[src/rtl/wrapper_lfsr_tpg_pkg.sv]
// Shared definitions for the LFSR test-pattern generator: register map, bit fields, FSM states.
// Latency: none (declarations only).
// Backpressure: none (declarations only).
package tpg_pkg;

   // Register indices; the byte address is START_ADDR + k * (NBIT_REGS/8)
   localparam logic [2:0] REG_CONTROL = 3'd0;
   localparam logic [2:0] REG_SEED    = 3'd1;
   localparam logic [2:0] REG_COEFF   = 3'd2;
   localparam logic [2:0] REG_COUNT   = 3'd3;
   localparam logic [2:0] REG_STATUS  = 3'd4;
   localparam logic [2:0] REG_EMITTED = 3'd5;
   localparam int         REG_NUM     = 6;

   // CONTROL bits: START/ABORT are write-one pulses, CONT is a stored mode bit
   localparam int CTRL_START = 0;
   localparam int CTRL_ABORT = 1;
   localparam int CTRL_CONT  = 2;

   // STATUS bits
   localparam int STAT_BUSY = 0;
   localparam int STAT_DONE = 1;

   typedef enum logic [1:0] {IDLE, LOAD, RUN, DONE} state_e;

endpackage

[src/rtl/wrapper_lfsr_tpg_if.sv]
// Register-bus interface shared with the MISR wrapper; data_sw_o is driven combinationally by the slave.
// Latency: reads combinational, writes take effect on the next clock edge.
// Backpressure: none; the bus is always accepted.
interface wrapper_lfsr_tpg_if #(
   parameter int NBIT_ADDR = 64,
   parameter int NBIT_REGS = 64
);
   logic                 re_i;
   logic                 we_i;
   logic [NBIT_ADDR-1:0] addr_i;
   logic [NBIT_REGS-1:0] data_csr_i;
   logic [NBIT_REGS-1:0] data_sw_o;

   modport master (output re_i, we_i, addr_i, data_csr_i, input data_sw_o);
   modport slave  (input re_i, we_i, addr_i, data_csr_i, output data_sw_o);
endinterface

[src/rtl/wrapper_lfsr_tpg_lfsr.sv]
// Fibonacci LFSR register: parallel load (zero seed forced to 1) or one step per cycle.
// Latency: load/step visible on q_o one cycle later.
// Backpressure: holds its value whenever neither load nor step is asserted.
module generic_lfsr #(
   parameter int N = 64
) (
   input  logic         clk_i,
   input  logic         rst_ni,
   input  logic         load_i,
   input  logic         step_i,
   input  logic [N-1:0] seed_i,
   input  logic [N-1:0] coeff_i,
   output logic [N-1:0] q_o
);
   logic [N-1:0] lfsr_q, lfsr_d;

   // Next value: load wins over step; an all-zero seed would lock the LFSR, so substitute 1
   always_comb begin
      lfsr_d = lfsr_q;
      if (load_i) begin
         lfsr_d = (seed_i == '0) ? N'(1) : seed_i;
      end else if (step_i) begin
         lfsr_d = {lfsr_q[N-2:0], ^(lfsr_q & coeff_i)};
      end
   end

   // State register
   always_ff @(posedge clk_i or negedge rst_ni) begin
      if (!rst_ni) lfsr_q <= '0;
      else         lfsr_q <= lfsr_d;
   end

   assign q_o = lfsr_q;
endmodule

[src/rtl/wrapper_lfsr_tpg.sv]
// Memory-mapped LFSR pattern source; optional continuous mode under TPG_CONTINUOUS_EN.
// Latency: START write at cycle t gives pattern_valid_o at t+2; register reads are combinational.
// Backpressure: pattern_o held stable while pattern_valid_o && !pattern_ready_i.
module wrapper_lfsr_tpg
   import tpg_pkg::*;
#(
   parameter int              NBIT_DATA  = 64,
   parameter int              NBIT_ADDR  = 64,
   parameter int              NBIT_REGS  = 64,
   parameter longint unsigned START_ADDR = 64'd33554496
) (
   input  logic                 clk_i,
   input  logic                 rst_ni,
   wrapper_lfsr_tpg_if.slave    bus,
   output logic [NBIT_DATA-1:0] pattern_o,
   output logic                 pattern_valid_o,
   input  logic                 pattern_ready_i,
   output logic                 done_o
);
   localparam int STRIDE = NBIT_REGS / 8;

   state_e               state_q, state_d;
   logic [NBIT_REGS-1:0] seed_q, coeff_q, count_q, emitted_q, emitted_d;
   logic [NBIT_DATA-1:0] lfsr;
   logic                 lfsr_load, lfsr_step;
   logic [NBIT_ADDR-1:0] off;
   logic [2:0]           idx;
   logic                 hit, wr_en, rd_en, start, abort, busy, cont;

   // Address decode: aligned offsets inside the six-register window only
   assign off   = bus.addr_i - NBIT_ADDR'(START_ADDR);
   assign hit   = (off % NBIT_ADDR'(STRIDE) == '0) &&
                  (off / NBIT_ADDR'(STRIDE) < NBIT_ADDR'(REG_NUM));
   assign idx   = 3'(off / NBIT_ADDR'(STRIDE));
   assign wr_en = bus.we_i && hit;
   assign rd_en = bus.re_i && !bus.we_i && hit;
   assign start = wr_en && (idx == REG_CONTROL) && bus.data_csr_i[CTRL_START];
   assign abort = wr_en && (idx == REG_CONTROL) && bus.data_csr_i[CTRL_ABORT];
   assign busy  = (state_q == LOAD) || (state_q == RUN);

`ifdef TPG_CONTINUOUS_EN
   logic cont_q;

   // CONT is a persistent mode bit, writable in any state
   always_ff @(posedge clk_i or negedge rst_ni) begin
      if (!rst_ni)                            cont_q <= 1'b0;
      else if (wr_en && idx == REG_CONTROL)   cont_q <= bus.data_csr_i[CTRL_CONT];
   end
   assign cont = cont_q;
`else
   assign cont = 1'b0;
`endif

   // Configuration registers; frozen while a run is loading or streaming
   always_ff @(posedge clk_i or negedge rst_ni) begin
      if (!rst_ni) begin
         seed_q  <= '0;
         coeff_q <= '0;
         count_q <= '0;
      end else if (wr_en && !busy) begin
         case (idx)
            REG_SEED:  seed_q  <= bus.data_csr_i;
            REG_COEFF: coeff_q <= bus.data_csr_i;
            REG_COUNT: count_q <= bus.data_csr_i;
            default: ;
         endcase
      end
   end

   // FSM next state, LFSR controls and EMITTED update; ABORT overrides everything
   always_comb begin
      state_d   = state_q;
      emitted_d = emitted_q;
      lfsr_load = 1'b0;
      lfsr_step = 1'b0;
      case (state_q)
         IDLE: if (start) state_d = LOAD;
         LOAD: begin
            lfsr_load = 1'b1;
            emitted_d = '0;
            state_d   = (count_q == '0 && !cont) ? DONE : RUN;
         end
         RUN: if (pattern_ready_i) begin
            if (emitted_q != '1) emitted_d = emitted_q + NBIT_REGS'(1);
            if (!cont && (emitted_q + NBIT_REGS'(1) == count_q)) state_d = DONE;
            else                                                 lfsr_step = 1'b1;
         end
         DONE: if (start) state_d = LOAD;
         default: state_d = IDLE;
      endcase
      if (abort) state_d = IDLE;
   end

   // FSM and EMITTED registers
   always_ff @(posedge clk_i or negedge rst_ni) begin
      if (!rst_ni) begin
         state_q   <= IDLE;
         emitted_q <= '0;
      end else begin
         state_q   <= state_d;
         emitted_q <= emitted_d;
      end
   end

   generic_lfsr #(.N(NBIT_DATA)) u_lfsr (
      .clk_i   (clk_i),
      .rst_ni  (rst_ni),
      .load_i  (lfsr_load),
      .step_i  (lfsr_step),
      .seed_i  (NBIT_DATA'(seed_q)),
      .coeff_i (NBIT_DATA'(coeff_q)),
      .q_o     (lfsr)
   );

   assign pattern_valid_o = (state_q == RUN);
   assign pattern_o       = (state_q == RUN) ? lfsr : '0;
   assign done_o          = (state_q == DONE);

   // Read mux; START/ABORT read as 0, unmapped or non-read cycles return 0
   always_comb begin
      bus.data_sw_o = '0;
      if (rd_en) begin
         case (idx)
            REG_CONTROL: bus.data_sw_o[CTRL_CONT] = cont;
            REG_SEED:    bus.data_sw_o = seed_q;
            REG_COEFF:   bus.data_sw_o = coeff_q;
            REG_COUNT:   bus.data_sw_o = count_q;
            REG_STATUS: begin
               bus.data_sw_o[STAT_BUSY] = busy;
               bus.data_sw_o[STAT_DONE] = (state_q == DONE);
            end
            REG_EMITTED: bus.data_sw_o = emitted_q;
            default: ;
         endcase
      end
   end
endmodule
[src/flat_wrapper.sv]
// flat-port wrapper written by rule: the top's interface ports become plain ports
module wrapper_lfsr_tpg_flat import tpg_pkg::*;
#(
   parameter int              NBIT_DATA  = 64,
   parameter int              NBIT_ADDR  = 64,
   parameter int              NBIT_REGS  = 64,
   parameter longint unsigned START_ADDR = 64'd33554496
)
  (clk_i, rst_ni, pattern_o, pattern_valid_o, pattern_ready_i, done_o, bus_re_i, bus_we_i, bus_addr_i, bus_data_csr_i, bus_data_sw_o);
  wrapper_lfsr_tpg_if #(.NBIT_ADDR(NBIT_ADDR), .NBIT_REGS(NBIT_REGS)) bus_i ();
  input  logic clk_i;
  input  logic rst_ni;
  output logic [NBIT_DATA-1:0] pattern_o;
  output logic pattern_valid_o;
  input  logic pattern_ready_i;
  output logic done_o;
  input wire logic [$bits(bus_i.re_i)-1:0] bus_re_i;
  input wire logic [$bits(bus_i.we_i)-1:0] bus_we_i;
  input wire logic [$bits(bus_i.addr_i)-1:0] bus_addr_i;
  input wire logic [$bits(bus_i.data_csr_i)-1:0] bus_data_csr_i;
  output wire logic [$bits(bus_i.data_sw_o)-1:0] bus_data_sw_o;
  assign bus_i.re_i = bus_re_i;
  assign bus_i.we_i = bus_we_i;
  assign bus_i.addr_i = bus_addr_i;
  assign bus_i.data_csr_i = bus_data_csr_i;
  assign bus_data_sw_o = bus_i.data_sw_o;
  wrapper_lfsr_tpg #(.NBIT_DATA(NBIT_DATA), .NBIT_ADDR(NBIT_ADDR), .NBIT_REGS(NBIT_REGS), .START_ADDR(START_ADDR)) u_core (.clk_i(clk_i), .rst_ni(rst_ni), .bus(bus_i), .pattern_o(pattern_o), .pattern_valid_o(pattern_valid_o), .pattern_ready_i(pattern_ready_i), .done_o(done_o));
endmodule
[config.mk]
export PLATFORM = sky130hd
export DESIGN_NAME = wrapper_lfsr_tpg_flat
export DESIGN_NICKNAME = d
export VERILOG_FILES = /design/src/rtl/wrapper_lfsr_tpg_pkg.sv /design/src/rtl/wrapper_lfsr_tpg_if.sv /design/src/rtl/wrapper_lfsr_tpg_lfsr.sv /design/src/rtl/wrapper_lfsr_tpg.sv /design/src/flat_wrapper.sv
export SDC_FILE = /design/constraint.sdc
export NUM_CORES = 1
export LEC_CHECK = 0
export ABC_AREA = 1
export ABC_CLOCK_PERIOD_IN_PS = 5900
export CAP_MARGIN = 10
export CORE_MARGIN = 1.5
export CORE_UTILIZATION = 35
export CTS_BUF_LIST = sky130_fd_sc_hd__clkbuf_8
export CTS_CLUSTER_DIAMETER = 200
export DETAILED_ROUTE_END_ITERATION = 8
export SETUP_SLACK_MARGIN = 0.2
export SYNTH_ARGS = -nofsm -noshare
export SYNTH_HDL_FRONTEND = slang
export SYNTH_SLANG_ARGS = --single-unit
[constraint.sdc]
create_clock -name clk_i -period 5.9 [get_ports clk_i]
set_input_delay 1.77 -clock clk_i [delete_from_list [all_inputs] [get_ports clk_i]]
set_output_delay 1.77 -clock clk_i [all_outputs]
set_load 0.01 [all_outputs]
; ---- Word-level counts from Yosys, hierarchy flattened
; Cells that the tools add are included.
[classes]
mux = 21
n_reduce_logical = 25
eq_ne = 15
order_cmp = 1
bitwise = 1
n_addsub = 2
[ops]
columns = cell, n
row1 = $mux 64, 7
row2 = $pmux 61 s4, 1
row3 = $logic_not 64->1, 3
row4 = $pmux 64 s2, 1
row5 = $add 64x1->64 const B, 1
row6 = $and 64x64->64, 1
row7 = $eq 64x64->1, 1
row8 = $ne 64x64->1 const B, 1
row9 = $reduce_xor 64->1, 1
row10 = $sub 64x26->64 const B, 1
row11 = $lt 61x3->1 const B, 1
row12 = $pmux 2 s5, 1
row13 = $ne 3x1->1 const B, 3
row14 = $logic_and 1x1->1, 8
row15 = $mux 2, 4
row16 = $eq 3x2->1 const B, 2
row17 = $eq 3x3->1 const B, 2
row18 = $pmux 2 s3, 1
row19 = $reduce_and 2->1, 3
row20 = $reduce_and 3->1, 2
row21 = $mux 1, 5
row22 = $eq 2x2->1 const B, 2
row23 = $ne 2x1->1 const B, 2
row24 = $pmux 1 s4, 1
row25 = 8 further kinds, 10
[word_totals]
register_bits = 322
word_cells = 71

; ---- Depth between registers and ports, before layout
[depth]
ltp_word = 9
depth_mapped = 22

; ---- Hierarchy
; From an unflattened synthesis, not the netlist that was laid out.
[hier_totals]
hier_cells = 3386
area_unflattened_um2 = 22198.8
[modules_own_cells]
columns = module, seq_area_each_um2, area_per_inst_um2, cells_each, n_inst
row1 = wrapper_lfsr_tpg, 6456.2, 17538.1, 2625, 1
row2 = generic_lfsr, 1601.5, 4660.7, 761, 1

; ---- Worst setup path before layout
; Ideal clock, no wire load.
[synth_timing]
path_kind = input to output
from = in bus_addr_i[25]
to = out bus_data_sw_o[10]
t_arrival_ns = 3.824
path_stages = 17
required_time_ns = 4.130
path_slack_ns = 0.306
cell_sequence = buf_2 nand2_1 nor2_1 nand2_1 nand2_1 nor2_1 nand2_1 xor2_1 nand2_1 nor3_1 nand2_1 nor2_1 nand2_1 nor2_1 nand3_1 clkbuf_1 nor2_1
[synth_between]
elab_chain_cells = 5
[synth_rtl]
columns = item, line_no
row1 = "start, declared", flat_wrapper.sv:19  ; input wire logic [$bits(bus_i.addr_i)-1:0] bus_addr_i;
row2 = $sub 64x26->64, wrapper_lfsr_tpg.sv:31  ; assign off = bus.addr_i - NBIT_ADDR'(START_ADDR);
row3 = $lt 61x3->1, wrapper_lfsr_tpg.sv:33  ; (off / NBIT_ADDR'(STRIDE) < NBIT_ADDR'(REG_NUM));
row4 = $logic_and 1x1->1, wrapper_lfsr_tpg.sv:32  ; assign hit = (off % NBIT_ADDR'(STRIDE) == '0) &&
row5 = $logic_and 1x1->1, wrapper_lfsr_tpg.sv:36  ; assign rd_en = bus.re_i && !bus.we_i && hit;
row6 = $mux 64, wrapper_lfsr_tpg.sv:122  ; if (rd_en) begin
row7 = "end, declared", flat_wrapper.sv:21  ; output wire logic [$bits(bus_i.data_sw_o)-1:0] bus_data_sw_o;
; Every way passes these cells.

; ---- Final worst setup path
[layout_timing]
from = in bus_addr_i[8]
to = out bus_data_sw_o[40]
; Same word-level chain as after synthesis.

==> results_dict.tcl <==
set metrics [dict create \
    multi_input_area_sq_mm 0.0120 \
    arrival_ns 4.64 \
    post-route-period-util_pct 109 \
    final.min_clock_period_ns 6.41 \
    worstHoldPathType "flip-flop to flip-flop" \
    outcome "finished with violations" \
    rsz0062_at_grt "true" \
    totalWireLength_um 81600 \
    cts_tree "built" \
    grt_max_degree 120 \
    slew_headroom_pct 25.5 \
    grtUsageTotal_pct 25.8 \
    synth_nets 3283 \
    synth.top_cell.area_share_pct 37.2 \
    row_count 90 \
    antenna_left 0 \
    ys_ff_latch 322 \
    slew_violations 0 \
    synth.most_common_cell "nand2_1" \
    nNetsFinal 3745 \
    setup_viol 64 \
    io_buffer_count 262 \
    min_from "u_core.count_q[6]" \
    fmax_ghz 0.156 \
    startpoint_type "input pin" \
    post-route-drc-count 0 \
    tritoncts.num_buffers 56 \
    end_kind "output port" \
    timing.rr.end "u_core.u_lfsr.q_o[48]" \
    cts.path.max_buffers 3 \
    reg2reg_from "u_core.emitted_q[0]" \
    vdd_ir_drop_max_v 0.000236 \
    yosysUniqueCellTypes 43 \
    wl_per_cell_um 18.4 \
    p_leak_nw 13.9 \
    critical_path.startpoint "bus_addr_i[8]" \
    r2r_cells 21 \
    p_per_area_mw_per_mm2 222 \
    start_util_pct 35.7 \
    path_max_fanout 35 \
    placed_area_sq_mm 0.0268 \
    overflow 0 \
    synthAdderAreaFrac_pct 0.347 \
    synth_top_cell_by_area "dfrtp_1" \
    place_inst 4328 \
    synth_ff_type "dfrtp_1" \
    routabilityCongestion 1.01 \
    worst_slew_pin_slew_ns 1.12 \
    synth-edff-count 0 \
    avgViaCountPerCell 5.10 \
    core_sq_mm 0.0607 \
    failed_checks "setup timing" \
    worstPathRequired_ns 4.13 \
    ys_warn_count 0 \
    utilization_pct 46.9 \
    hold_depth 2 \
    areaGrowthSynthToFinish_pct 31.5 \
    final-seq-area_sq_mm 0.00806 \
    grt_pass1_vias 21732 \
    grt_pass1_wl_um 128000 \
    netlist_area_sq_mm 0.0216 \
    holdWs_ns 0.491 \
    die-width_um 252 \
    dieHeight_um 252 \
    ios 263 \
    ys_seq_area_share_pct 37.2 \
    cts_root_buf "clkbuf_8" \
    hold_violations 0 \
    die-area_sq_mm 0.0633 \
    stdcell_count 4431 \
    stdcell_area_sq_mm 0.0285 \
    drive_gt1_share_pct 12.8 \
    dp_hpwl_um 63700 \
    final.fill_count 6172 \
    antenna_found_initial 2 \
    synth-simple-area-share_pct 32.9 \
    drt-initial-drc-count 1740 \
    clkTransAtPathRegs_ns 0.06 \
    netlist_instances 3144 \
    fin_worst_skew_ns 0.0591 \
    synth_async_sr_flop_share_pct 100 \
    maxCapViolCount 0 \
    cts_hold_buf 0 \
    synthXorXnorAreaFrac_pct 6.11 \
    worstSkewPairLatency_ns 0.68 \
    reg2reg_slack_ns 1.83 \
    syn_avg_cell_area_sq_um 6.88 \
    yosys-top-cells-area "dfrtp_1 37%, nand2_1 17%, nor2_1 7.2%, inv_1 5.9%, o21ai_1 4.6%" \
    synth_top_family_by_area "simple AND/OR/NAND/NOR gates" \
    htreeDepth 2 \
    synth_compound_area_share_pct 12.6 \
    setup_ws_ns -0.511 \
    whs_endpoint "u_core.count_q[6]" \
    crit_type "input pin to output port" \
    dr.pass1.iters 7 \
    synth_mux_area_share_pct 1.99 \
    ys_top_cells_by_count "982 x nand2_1, 414 x nor2_1, 338 x inv_1, 322 x dfrtp_1, 199 x o21ai_1" \
    vias 22609 \
    clkSinkCount 322 \
]
stage by stage:
stage	TNS (ns)	power (W)	setup slack, ns
4_1_cts	-57.60	0.00637	-0.936
3_5_place_dp	-75.97	0.00411	-1.29
5_1_grt	-39.64	0.00668	-0.664
6_report	-27.90	0.00631	-0.511
2_1_floorplan	0	0.00351	0.306
3_3_place_gp	-78.50	0.00410	-1.31
worst max path at each step:
stage                     slack (ns)           endpoint
after CTS                      -0.94  bus_data_sw_o[36]
final                          -0.51  bus_data_sw_o[40]
after global routing           -0.66  bus_data_sw_o[40]
after detailed placement       -1.29  bus_data_sw_o[45]
after floorplan                 0.31  bus_data_sw_o[10]
after global placement         -1.31  bus_data_sw_o[46]
area by class of cell:
cell class                 count  share of cell area, %
multi-input combinational   2361                   42.1
sequential                   322                   28.3
timing repair buffer         523                   17.3
inverter                     342                   4.51
clock buffer                  74                   3.58
tap                          782                   3.44
clock inverter                24                  0.690
antenna                        3                 0.0264
flip-flops by register name (all words and copies together) (netlist names):
| signal | flops |
|---|---|
| u_core.coeff_q | 64 |
| u_core.emitted_q | 64 |
| u_core.seed_q | 64 |
| u_core.count_q | 64 |
| u_core.u_lfsr.q_o | 64 |
| u_core.state_q | 2 |
layer usage:
metal | GRT usage [%] | part of all wire (%)
met1 | 37.4 | 47
met2 | 40.9 | 45
met3 | 2.60 | 4.9
met4 | 7.11 | 2.5
met5 | 0 | 0
placed cells by master, fill, tap and decap left out, types with 6 or more instances in the layout:
cell type	count
clkbuf_8	74
nand4_1	46
dlygate4sd2_1	6
o21ai_0	39
dfrtp_1	322
a21oi_1	57
nand3b_1	9
nor2_2	35
nor3_2	8
nand2_2	17
clkdlybuf4s50_1	172
xnor3_1	13
inv_1	349
a221oi_1	62
nand2_1	970
o21ai_1	200
buf_12	16
clkbuf_2	9
nand3_1	155
nor2_1	382
nand3_2	10
buf_4	245
mux2i_1	43
nor4_1	33
xnor2_1	50
and2_1	8
dlymetal6s2s_1	74
nor3_1	13
xor2_1	60
nor2_4	13
o22ai_1	101
worst max-delay path, cell delays in order:
cell	delay (ns)
clkdlybuf4s50_1	0.47
nor2_4	0.18
nand2_4	0.11
nor2_4	0.23
nand2_4	0.10
nand2_1	0.12
nand4_1	0.11
nor3_1	0.13
nor3b_2	0.21
buf_4	0.15
nand3_1	0.05
nor2_1	0.12
nand2_1	0.11
nor2_4	0.13
nand3_4	0.11
buf_12	0.19
nor2_1	0.12
dlymetal6s2s_1	0.20
power breakdown:
| group | internal, W | total, W | switching (W) | leakage (nW) |
|---|---|---|---|---|
| registers | 0.00244 | 0.00270 | 0.000257 | 4.37 |
| logic | 0.000539 | 0.00139 | 0.000851 | 8.82 |
| clock network | 0.00125 | 0.00223 | 0.000977 | 0.675 |
kinds of logic (layout without fill, tap and decap cells):
kind of cell	Yosys count	count (layout)
simple gates	1717	1717
compound gates	468	468
buf+inv	461	963
flops	322	322
xor+xnor	127	127
mux	43	43
fa+ha+maj	6	6
other cells	0	3
repair_timing:
item / CTS / global route
buffers inserted: 1 / 1
endpoints found under the setup margin: 64 / 64
endpoints found under the hold margin: 0 / 0
gates resized for setup: 33 / 140
pin swaps: 2 / 12
No activity file was read; power rests on OpenSTA's default activity.
